[src/rtl/stream_mux_pkg.sv]
// stream_mux_pkg: shared state type and mode encodings for the stream multiplexer
package stream_mux_pkg;
    typedef enum logic {IDLE, BUSY} mux_state_t;
    localparam int MODE_SEL = 0;
    localparam int MODE_RR  = 1;
endpackage

[src/rtl/stream_mux_n_1_rr_arbiter.sv]
// rr_arbiter: combinational rotate-priority search starting just after ptr
module rr_arbiter #(
    parameter int N     = 4,
    parameter int SEL_W = $clog2(N)
) (
    input  logic [N-1:0]     req,
    input  logic [SEL_W-1:0] ptr,
    output logic [SEL_W-1:0] gnt_idx,
    output logic             gnt_vld
);
    logic [SEL_W-1:0] w_idx;
    // walk from the lowest-priority offset up so the nearest requester after ptr wins
    always_comb begin
        gnt_idx = '0;
        gnt_vld = 1'b0;
        w_idx   = '0;
        for (int k = N; k >= 1; k--) begin
            w_idx = SEL_W'((int'(ptr) + k) % N);
            if (req[w_idx]) begin
                gnt_idx = w_idx;
                gnt_vld = 1'b1;
            end
        end
    end
endmodule

[src/rtl/stream_mux_n_1.sv]
// stream_mux_n_1: N:1 valid/ready stream mux with packet lock and registered output
module stream_mux_n_1
    import stream_mux_pkg::*;
#(
    parameter int WIDTH = 8,
    parameter int N     = 4,
    parameter int SEL_W = $clog2(N),
    parameter int MODE  = 0
) (
    input  logic               clk,
    input  logic               rst,
    input  logic [N*WIDTH-1:0] in_data,
    input  logic [N-1:0]       in_valid,
    input  logic [N-1:0]       in_last,
    output logic [N-1:0]       in_ready,
    input  logic [SEL_W-1:0]   sel,
    output logic [WIDTH-1:0]   out_data,
    output logic               out_last,
    output logic [SEL_W-1:0]   out_ch,
    output logic               out_valid,
    input  logic               out_ready
);
    mux_state_t       r_state, w_next;
    logic [SEL_W-1:0] r_lock_ch, r_rr_ptr, r_out_ch, w_cand, w_g;
    logic [WIDTH-1:0] r_out_data, w_data;
    logic             r_out_last, r_out_valid;
    logic             w_cand_vld, w_g_vld, w_slot_free, w_fire, w_last;

    if (MODE == MODE_RR) begin : g_rr
        logic w_unused_sel;
        assign w_unused_sel = ^sel;
        rr_arbiter #(.N(N), .SEL_W(SEL_W)) u_arb (
            .req     (in_valid),
            .ptr     (r_rr_ptr),
            .gnt_idx (w_cand),
            .gnt_vld (w_cand_vld)
        );
    end else begin : g_sel
        logic w_unused_rr;
        assign w_unused_rr = ^r_rr_ptr;
        assign w_cand      = sel;
        assign w_cand_vld  = |(in_valid & (N'(1) << sel));
    end

    assign w_slot_free = !r_out_valid | out_ready;
    assign w_g         = (r_state == BUSY) ? r_lock_ch : w_cand;
    assign w_g_vld     = (r_state == BUSY) | w_cand_vld;
    assign in_ready    = (rst || !w_slot_free || !w_g_vld) ? '0 : N'(1) << w_g;
    assign w_fire      = |(in_valid & in_ready);
    assign out_data    = r_out_data;
    assign out_last    = r_out_last;
    assign out_ch      = r_out_ch;
    assign out_valid   = r_out_valid;

    // route the granted channel's beat toward the output register
    always_comb begin
        w_data = '0;
        w_last = 1'b0;
        for (int i = 0; i < N; i++) begin
            if (in_ready[i]) begin
                w_data = in_data[i*WIDTH +: WIDTH];
                w_last = in_last[i];
            end
        end
    end

    // lock on a non-last beat, release on the last beat
    always_comb begin
        w_next = w_fire ? (w_last ? IDLE : BUSY) : r_state;
    end

    // state register
    always_ff @(posedge clk or posedge rst) begin
        if (rst) r_state <= IDLE;
        else     r_state <= w_next;
    end

    // remember the locked channel and the last packet winner for round-robin
    always_ff @(posedge clk or posedge rst) begin
        if (rst) begin
            r_lock_ch <= '0;
            r_rr_ptr  <= SEL_W'(N - 1);
        end else if (w_fire) begin
            r_lock_ch <= w_g;
            if (MODE == MODE_RR && w_last) r_rr_ptr <= w_g;
        end
    end

    // output slot: load on fire, otherwise drain when downstream accepts
    always_ff @(posedge clk or posedge rst) begin
        if (rst) begin
            r_out_data  <= '0;
            r_out_last  <= 1'b0;
            r_out_ch    <= '0;
            r_out_valid <= 1'b0;
        end else if (w_fire) begin
            r_out_data  <= w_data;
            r_out_last  <= w_last;
            r_out_ch    <= w_g;
            r_out_valid <= 1'b1;
        end else if (out_ready) begin
            r_out_valid <= 1'b0;
        end
    end
endmodule

[config.mk]
export PLATFORM = sky130hd
export DESIGN_NAME = stream_mux_n_1
export DESIGN_NICKNAME = d
export VERILOG_FILES = /design/src/rtl/stream_mux_pkg.sv /design/src/rtl/stream_mux_n_1_rr_arbiter.sv /design/src/rtl/stream_mux_n_1.sv
export SDC_FILE = /design/constraint.sdc
export NUM_CORES = 1
export LEC_CHECK = 0
export ABC_CLOCK_PERIOD_IN_PS = 2000
export CELL_PAD_IN_SITES_DETAIL_PLACEMENT = 1
export CELL_PAD_IN_SITES_GLOBAL_PLACEMENT = 2
export CORE_UTILIZATION = 21
export DETAILED_ROUTE_END_ITERATION = 8
export GPL_TIMING_DRIVEN = 0
export PLACE_DENSITY_LB_ADDON = 0.1
export REMOVE_ABC_BUFFERS = 1
export SKIP_CTS_REPAIR_TIMING = 1
export SYNTH_ARGS = -nofsm -noshare
export SYNTH_HDL_FRONTEND = slang
export SYNTH_HIERARCHICAL = 1
export SYNTH_SLANG_ARGS = --single-unit
[constraint.sdc]
create_clock -name clk -period 2 [get_ports clk]
set_input_delay 0.2 -clock clk [delete_from_list [all_inputs] [get_ports clk]]
set_output_delay 0.2 -clock clk [all_outputs]
set_load 0.05 [all_outputs]
### Yosys cells after proc, flatten, opt, wreduce, memory -nomap -nowiden

Cells that the tools add are included.

| word-level totals | value |
|---|---|
| output and inout port bits | 16 |
| input port bits | 45 |
| bits in registers | 13 |
| logic and storage cells | 32 |

| operators by class | value |
|---|---|
| shift-type cells | 2 |
| reductions and logical operators | 8 |
| bitwise gates (word level) | 4 |
| muxes and demuxes | 13 |

Operator list:

| operator | count |
|---|---|
| $mux W8 | 4 |
| $and A4 B4 Y4 | 2 |
| $reduce_or A4 Y1 | 2 |
| $shl A1 B2 Y4 const A | 2 |
| $mux W1 | 7 |
| $mux W4 | 1 |
| $logic_not A1 Y1 | 3 |
| $logic_or A1 B1 Y1 | 2 |
| $mux W2 | 1 |
| $or A1 B1 Y1 | 2 |
| $reduce_bool A2 Y1 | 1 |

### Depth between registers and ports, before layout

Gate-level depths: netlist (run 1).

| logic depth | value |
|---|---|
| word-level depth | 12 |
| mapped depth | 7 |
| depth with buffers taken out | 5 |

### Worst setup path before layout (run 1)

No wires, ideal clock.

| path | value |
|---|---|
| path kind | reg2out |
| start | register r_out_valid (netlist: out_valid) |
| end | output port in_ready[0] |
| path buffers | 0 |
| path slack | -0.629 ns |
| cell stages (with the launch flop) | 5 |
| data arrival time | 2.429 ns |
| data required time | 1.800 ns |
| cells stage by stage | dfrtp_1 > nor2b_1 > nor2_1 > nand2_1 > nor3b_1 |

| on the way | value |
|---|---|
| longest elaborated chain between the ends | 6 |

RTL lines:

| element | line | text |
|---|---|---|
| start: declaration | stream_mux_n_1.sv:26 | `logic r_out_last, r_out_valid;` |
| start signal: assignment | stream_mux_n_1.sv:95 | `r_out_valid <= 1'b0;` |
| start signal: assignment | stream_mux_n_1.sv:100 | `r_out_valid <= 1'b1;` |
| start signal: assignment | stream_mux_n_1.sv:102 | `r_out_valid <= 1'b0;` |
| $logic_not A1 Y1 | stream_mux_n_1.sv:45 | `assign w_slot_free = !r_out_valid \| out_ready;` |
| $or A1 B1 Y1 | stream_mux_n_1.sv:45 |  |
| $logic_not A1 Y1 | stream_mux_n_1.sv:48 | `assign in_ready = (rst \|\| !w_slot_free \|\| !w_g_vld) ? '0 : N'(1) << w_g;` |
| $logic_or A1 B1 Y1 (2 in series) | stream_mux_n_1.sv:48 |  |
| $mux W4 | stream_mux_n_1.sv:48 |  |
| end: declaration | stream_mux_n_1.sv:15 | `output logic [N-1:0] in_ready,` |

No other way between the ends.

### Worst setup path in the final report (run 1)

| path | value |
|---|---|
| start | register r_state |
| end | output port in_ready[2] |

| on the way | value |
|---|---|
| longest elaborated chain between the ends | 4 |
| elaborated cells between the ends (all ways) | 6 |
| classes of those cells | shift (1); mux (2); bitwise (1); reduce/logical (2) |

RTL lines:

| element | line | text |
|---|---|---|
| start: declaration | stream_mux_n_1.sv:23 | `mux_state_t r_state, w_next;` |
| start signal: assignment | stream_mux_n_1.sv:75 | `else r_state <= w_next;` |
| $or A1 B1 Y1 | stream_mux_n_1.sv:47 | `assign w_g_vld = (r_state == BUSY) \| w_cand_vld;` |
| $logic_not A1 Y1 | stream_mux_n_1.sv:48 |  |
| $logic_or A1 B1 Y1 | stream_mux_n_1.sv:48 |  |
| $mux W4 * | stream_mux_n_1.sv:48 |  |

Mark *: on every way between the ends. The rest lies on a longest branch, timed or not.

==> impl_metrics.csv, run 1 <==
group,metric,value,unit
outcome,status,"complete, no violations",
critical_path,path_buf_inv,2,
cts,clkSinkCount,13,
synthesis,synth_top_family_by_area,"compound AO/OA/AOI/OAI gates",
timing,fin_tns_setup,0,ns
global_route,use_met2,0.2396,
route,drt_wl_total,3620,um
synthesis,synth_fa_ha_area_frac,0,
critical_path,cp_max_fo,7,
critical_path,crit_required,1.80,ns
synthesis,synth_compound_area_frac,0.2257,
critical_path,crit_path_start_kind,"register",
final_layout,multi_input_area,676.9,sq um
cts,h-tree-depth,1,
global_route,grt_max_degree,24,
die,ios,61,
pwr,power_density,1481,nW/um^2
final_layout,nets,230,
flow_run,drv_cap,0,
synthesis,ys_top_cells_by_area,"dfrtp_1, mux4_2, nand2_1",
cts,cts-buffers-inserted,3,
pwr,total_power,2.808,mW
die,die_h,73.75,um
route,drc,0,
die,start_util,0.2230,
synthesis,synthMuxAreaShare,0.1806,
die,die_w,73.75,um
synthesis,avgSynthCellArea,9.483,sq um
synthesis,netlist_instances,114,
timing,worst_pin_slew,0.5322,ns
cts,cts-root-buf,"clkbuf_8",
synthesis,synth_top_area_frac,0.3009,
global_route,grt_use_met3,0.02606,
critical_path,crit_path_max_incr_delay,0.54,ns
cts,tritoncts,"yes",
synthesis,yosysSeqAreaShare,0.3009,
pwr,ir_worst_vdd,0.6149,mV
synthesis,synthTopCellsByCount,"nand2_1, dfrtp_1, o21ai_0",
synthesis,synth.most_common_cell,"nand2_1",
timing,slew_headroom,0.6448,
synthesis,synth_xor_xnor_area_share,0,
timing,slew_violations,0,
placed_design,dpl.cell_count,231,
cts,path_clk_slew,0.06,ns
critical_path,crit_arrival,1.78,ns
route,drtIter0Drc,34,
global_route,grt_pass1_vias,1181,
global_route,globalRouteTotalUtil,0.1334,
critical_path,path_class,"register to primary output",
route,via_count,1152,
die,die_area,5439,sq um
global_route,grt_use_met1,0.1653,
final_layout,area_delta_synth_final,75.46,%
synthesis,synthFlopType,"dfrtp_1",
synthesis,yosys.cell_types.count,29,
timing,hold_slack,0.4370,ns
final_layout,drive_above_1_share,0.2337,
synthesis,synth_edf_count,0,
placed_design,port_buffers,60,
global_route,antenna_found_initial,0,
final_layout,seqCellArea,329.1,sq um
synthesis,async_flop_share,1.000,
synthesis,ys_seq_elements,13,
synthesis,yosysWarnings,6,
route,drt-wirelength-per-cell,14.42,um
placed_design,gp_congestion,0.7092,
route,dr.pass1.iters,4,
final_layout,n_antenna_cell,0,
global_route,grt_busiest_layer,"met2",
synthesis,synth-simple-area-share,0.1944,
timing,finalHoldViolations,0,
timing,max_freq,0.5050,GHz
timing,finalSetupViolations,0,
hold_path,hold_path.class,"input port to async pin",
route,antenna_left,0,
critical_path,worst_path_max_delay_cell,"dfrtp_4",
timing,clock_skew,0.004111,ns
final_layout,instances_no_fill,251,
cts,clockBufferDepth,2,
critical_path,path_delay_family,"flip-flops",
placed_design,dp_hpwl,2775,um
timing,post-route-min-period,1.980,ns
synthesis,netlist_area,1081,sq um
critical_path,crit_chain,"mux2i_4 -> nor3_4 -> buf_6 -> nand2_4 -> nor2_4 -> buf_8",
route,viasPerCell,4.590,
die,coreArea,4848,sq um
synthesis,synth_area_leader_cell,"dfrtp_1",
final_layout,fillers,566,
timing,rsz0062_at_grt,"yes",
pwr,power_leakage,0.8029,nW
cts,clkLatencyLatePin,0.24,ns
die,placementRows,25,
global_route,gr-total-overflow,0,
global_route,grt_pass1_wl,5526,um
timing,fin_crit_sh,0.9900,
critical_path,endpoint_kind,"primary output",
[sequential cells by signal, indices dropped and copies added (netlist names)]
register,count
out_valid,1
r_state,1
out_last,1
out_ch,2
out_data,8
[per-layer routing]
layer / vias to the layer above / routed length (um)
met5: - / 0
met4: 0 / 25
met3: 2 / 168
met2: 37 / 1904
met1: 553 / 1523
li1: 560 / -
[kinds of logic after synthesis]
kind of cell	Yosys count
buf+inv	17
mux	10
flops	13
compound gates	35
simple gates	39
[worst register-to-register path: cells and delay by family (launching register included)]
family                 cells  cell delay (ns)
DFF                        1             0.49
and+or+nand+nor            1             0.17
AOI/OAI and AO/OA          1             0.16
muxes                      2             0.82
buffers and inverters      1             0.19
[layout by cell type (no fill, tap or decap), types with 2 or more instances in the layout]
| cell type | n |
|---|---|
| buf_4 | 15 |
| a22oi_1 | 5 |
| nor2b_1 | 2 |
| clkdlybuf4s50_1 | 54 |
| o21ai_1 | 3 |
| nand3_1 | 8 |
| o211ai_1 | 5 |
| nand2_1 | 16 |
| dlymetal6s2s_1 | 2 |
| mux2i_4 | 2 |
| clkbuf_8 | 3 |
| dfrtp_1 | 12 |
| mux4_1 | 2 |
| buf_8 | 2 |
| o221a_2 | 5 |
| nor3b_2 | 2 |
| o21ai_0 | 12 |
| buf_6 | 2 |
| a21oi_1 | 2 |
| inv_1 | 7 |
| a21o_1 | 2 |
| mux2i_1 | 3 |
| nor2_1 | 2 |
| mux4_2 | 3 |
[where the power goes]
| part | internal (mW) | switching (mW) | total, mW |
|---|---|---|---|
| logic | 0.911 | 1.12 | 2.03 |
| registers | 0.397 | 0.143 | 0.540 |
| clock network | 0.141 | 0.0929 | 0.233 |
[worst paths after layout]
path / slack [ns] / cells past startpoint / endpoint / startpoint
worst max-delay path: 0.02 / 6 / in_ready[2] / r_state$_DFFE_PP0P_
min in group clk: 0.48 / 2 / out_data[1]$_DFFE_PP0P_ / out_data[1]$_DFFE_PP0P_
max in group asynchronous: 1.16 / 2 / r_state$_DFFE_PP0P_ / rst
worst min-delay path: 0.44 / 2 / out_data[1]$_DFFE_PP0P_ / rst
worst max register to register: 0.07 / 5 / out_last$_DFFE_PP0P_ / r_state$_DFFE_PP0P_
worst min register to register: 0.48 / 2 / out_data[1]$_DFFE_PP0P_ / out_data[1]$_DFFE_PP0P_
[through the flow]
step	setup WS, ns	utilization	instance area, sq um
final	0.01997	0.3912	1897
after global routing	-0.05877	0.3912	1897
after CTS	-1.359	0.3569	1730
after detailed placement	-1.241	0.3476	1685
after global placement	-1.214	0.3476	1685
after floorplan	-0.7643	-	1001
[cell type report]
class / instances / area share
clock buffer: 4 / 0.02375
inverter: 7 / 0.01385
multi-input combinational: 84 / 0.3569
sequential: 13 / 0.1735
tap: 67 / 0.04420
timing repair buffer: 76 / 0.3879
Power figures use the tool's default switching activity.
==> inputs of run 2 (changes only) <==
- CORE_ASPECT_RATIO: not set -> 0.75
- CORE_UTILIZATION: 21 -> 22
- CTS_BUF_LIST: not set -> sky130_fd_sc_hd__clkbuf_4 sky130_fd_sc_hd__clkbuf_8
==> impl_metrics.csv, run 2 (synthesis gave the netlist of run 1 again) <==
group,metric,value,unit
critical_path,path_class,"register to primary output",
route,dr.pass1.iters,4,
critical_path,cp_max_fo,7,
timing,slew_violations,0,
timing,post-route-min-period,1.959,ns
critical_path,crit_required,1.80,ns
die,coreArea,4598,sq um
cts,path_clk_slew,0.06,ns
die,die_area,5201,sq um
global_route,globalRouteTotalUtil,0.1358,
critical_path,crit_path_max_incr_delay,0.53,ns
cts,clkLatencyLatePin,0.24,ns
pwr,ir_worst_vdd,0.7413,mV
flow_run,drv_cap,0,
final_layout,area_delta_synth_final,69.79,%
global_route,grt_max_degree,24,
die,die_w,82.94,um
route,drt_wl_total,3563,um
timing,hold_slack,0.4872,ns
final_layout,drive_above_1_share,0.2265,
final_layout,n_antenna_cell,0,
critical_path,worst_path_max_delay_cell,"dfrtp_4",
placed_design,dp_hpwl,2703,um
critical_path,crit_chain,"mux2i_4 -> nor3_4 -> and3_4 -> buf_6",
timing,finalSetupViolations,0,
critical_path,crit_arrival,1.76,ns
route,viasPerCell,4.697,
final_layout,stdcell_area,1836,sq um
global_route,grt_pass1_vias,1103,
placed_design,dpl.cell_count,221,
outcome,status,"complete, no violations",
die,ios,61,
critical_path,r2r_end,"out_last$_DFFE_PP0P_",
timing,fin_tns_setup,0,ns
die,placementRows,21,
route,drc,0,
global_route,antenna_found_initial,0,
pwr,total_power,2.750,mW
route,drt-wirelength-per-cell,14.97,um
final_layout,nets,227,
placed_design,gp_congestion,0.7022,
critical_path,endpoint_kind,"primary output",
cts,tritoncts,"yes",
timing,final.setup.worst_slack,0.04065,ns
route,antenna_left,0,
timing,clock_skew,0.001611,ns
timing,finalHoldViolations,0,
cts,clkSinkCount,13,
route,drtIter0Drc,19,
cts,cts-buffers-inserted,3,
final_layout,final_util,0.3992,
critical_path,crit_path_start_kind,"register",
route,via_count,1118,
timing,worst_pin_slew,0.5910,ns
die,die_h,62.71,um
global_route,gr-total-overflow,0,
cts,clockBufferDepth,2,
final_layout,largest_reg_flops,8,
global_route,grt_pass1_wl,5547,um
timing,rsz0062_at_grt,"yes",
die,start_util,0.2351,
hold_path,hold_path.class,"input port to async pin",
timing,fin_crit_sh,0.9797,
cts,cts-root-buf,"clkbuf_8",
placed_design,pre_cts_ws,-1.183,ns
timing,slew_headroom,0.6056,
pwr,power_density,1498,nW/um^2
final_layout,instances_no_fill,238,
critical_path,reg2reg_depth,5,
final_layout,final_cell_mix,"clkdlybuf4s50_1, nand2_1, o21ai_0, buf_4, dfrtp_1",
critical_path,rrSetupSlack,0.06,ns
timing,max_freq,0.5104,GHz
cts,h-tree-depth,1,
final_layout,layout_commonest_cell,"clkdlybuf4s50_1",
critical_path,r2r_start,"r_state$_DFFE_PP0P_",
pwr,power_leakage,0.7811,nW
placed_design,placed_area,1673,sq um
placed_design,port_buffers,60,
## run 2: layer usage
layer  part of all wire  routed length (um)  vias to the layer above  track usage
met5                  0                   0                        -            0
met4             0.0036                  13                        0      0.01293
met3              0.049                 175                        2      0.04095
met2               0.46                1642                       33       0.2223
met1               0.49                1731                      524       0.1830
li1                   -                   -                      559            -
## run 2: critical path, delay by kind of cell, from the launching register on
family	cells	cell delay, ns
DFF	1	0.53
muxes	1	0.25
buffers and inverters	1	0.17
and+or+nand+nor	2	0.56
## run 2: worst max path at each step
stage	to	cells past startpoint	from
6_report	in_ready[3]	4	r_state$_DFFE_PP0P_
2_1_floorplan	in_ready[0]	4	r_state$_DFFE_PP0P_
3_5_place_dp	in_ready[0]	6	sel[1]
4_1_cts	in_ready[0]	5	r_state$_DFFE_PP0P_
3_3_place_gp	in_ready[0]	6	sel[1]
5_1_grt	out_last$_DFFE_PP0P_	5	r_state$_DFFE_PP0P_
## run 2: layout make-up
| cell class | instances | area, sq um |
|---|---|---|
| Multi-Input combinational cell | 84 | 664.4 |
| Tap cell | 57 | 71.32 |
| Fill cell | 536 | 2763 |
| Inverter | 7 | 26.28 |
| Timing Repair Buffer | 73 | 693.2 |
| Clock buffer | 4 | 48.80 |
| Sequential cell | 13 | 331.6 |
## run 2: report_power, final
| part | internal [mW] | switching [mW] |
|---|---|---|
| logic | 0.858 | 1.09 |
| registers | 0.401 | 0.140 |
| clock network | 0.155 | 0.105 |
| total | 1.41 | 1.34 |
==> inputs of run 3 (changes only) <==
- SYNTH_HIERARCHICAL: 1 -> not set
==> results of run 3 <==
Same layout as run 2: the final DEF is identical, and so are final timing and power.
Among the figures that moved: Yosys warning count 6 -> 0
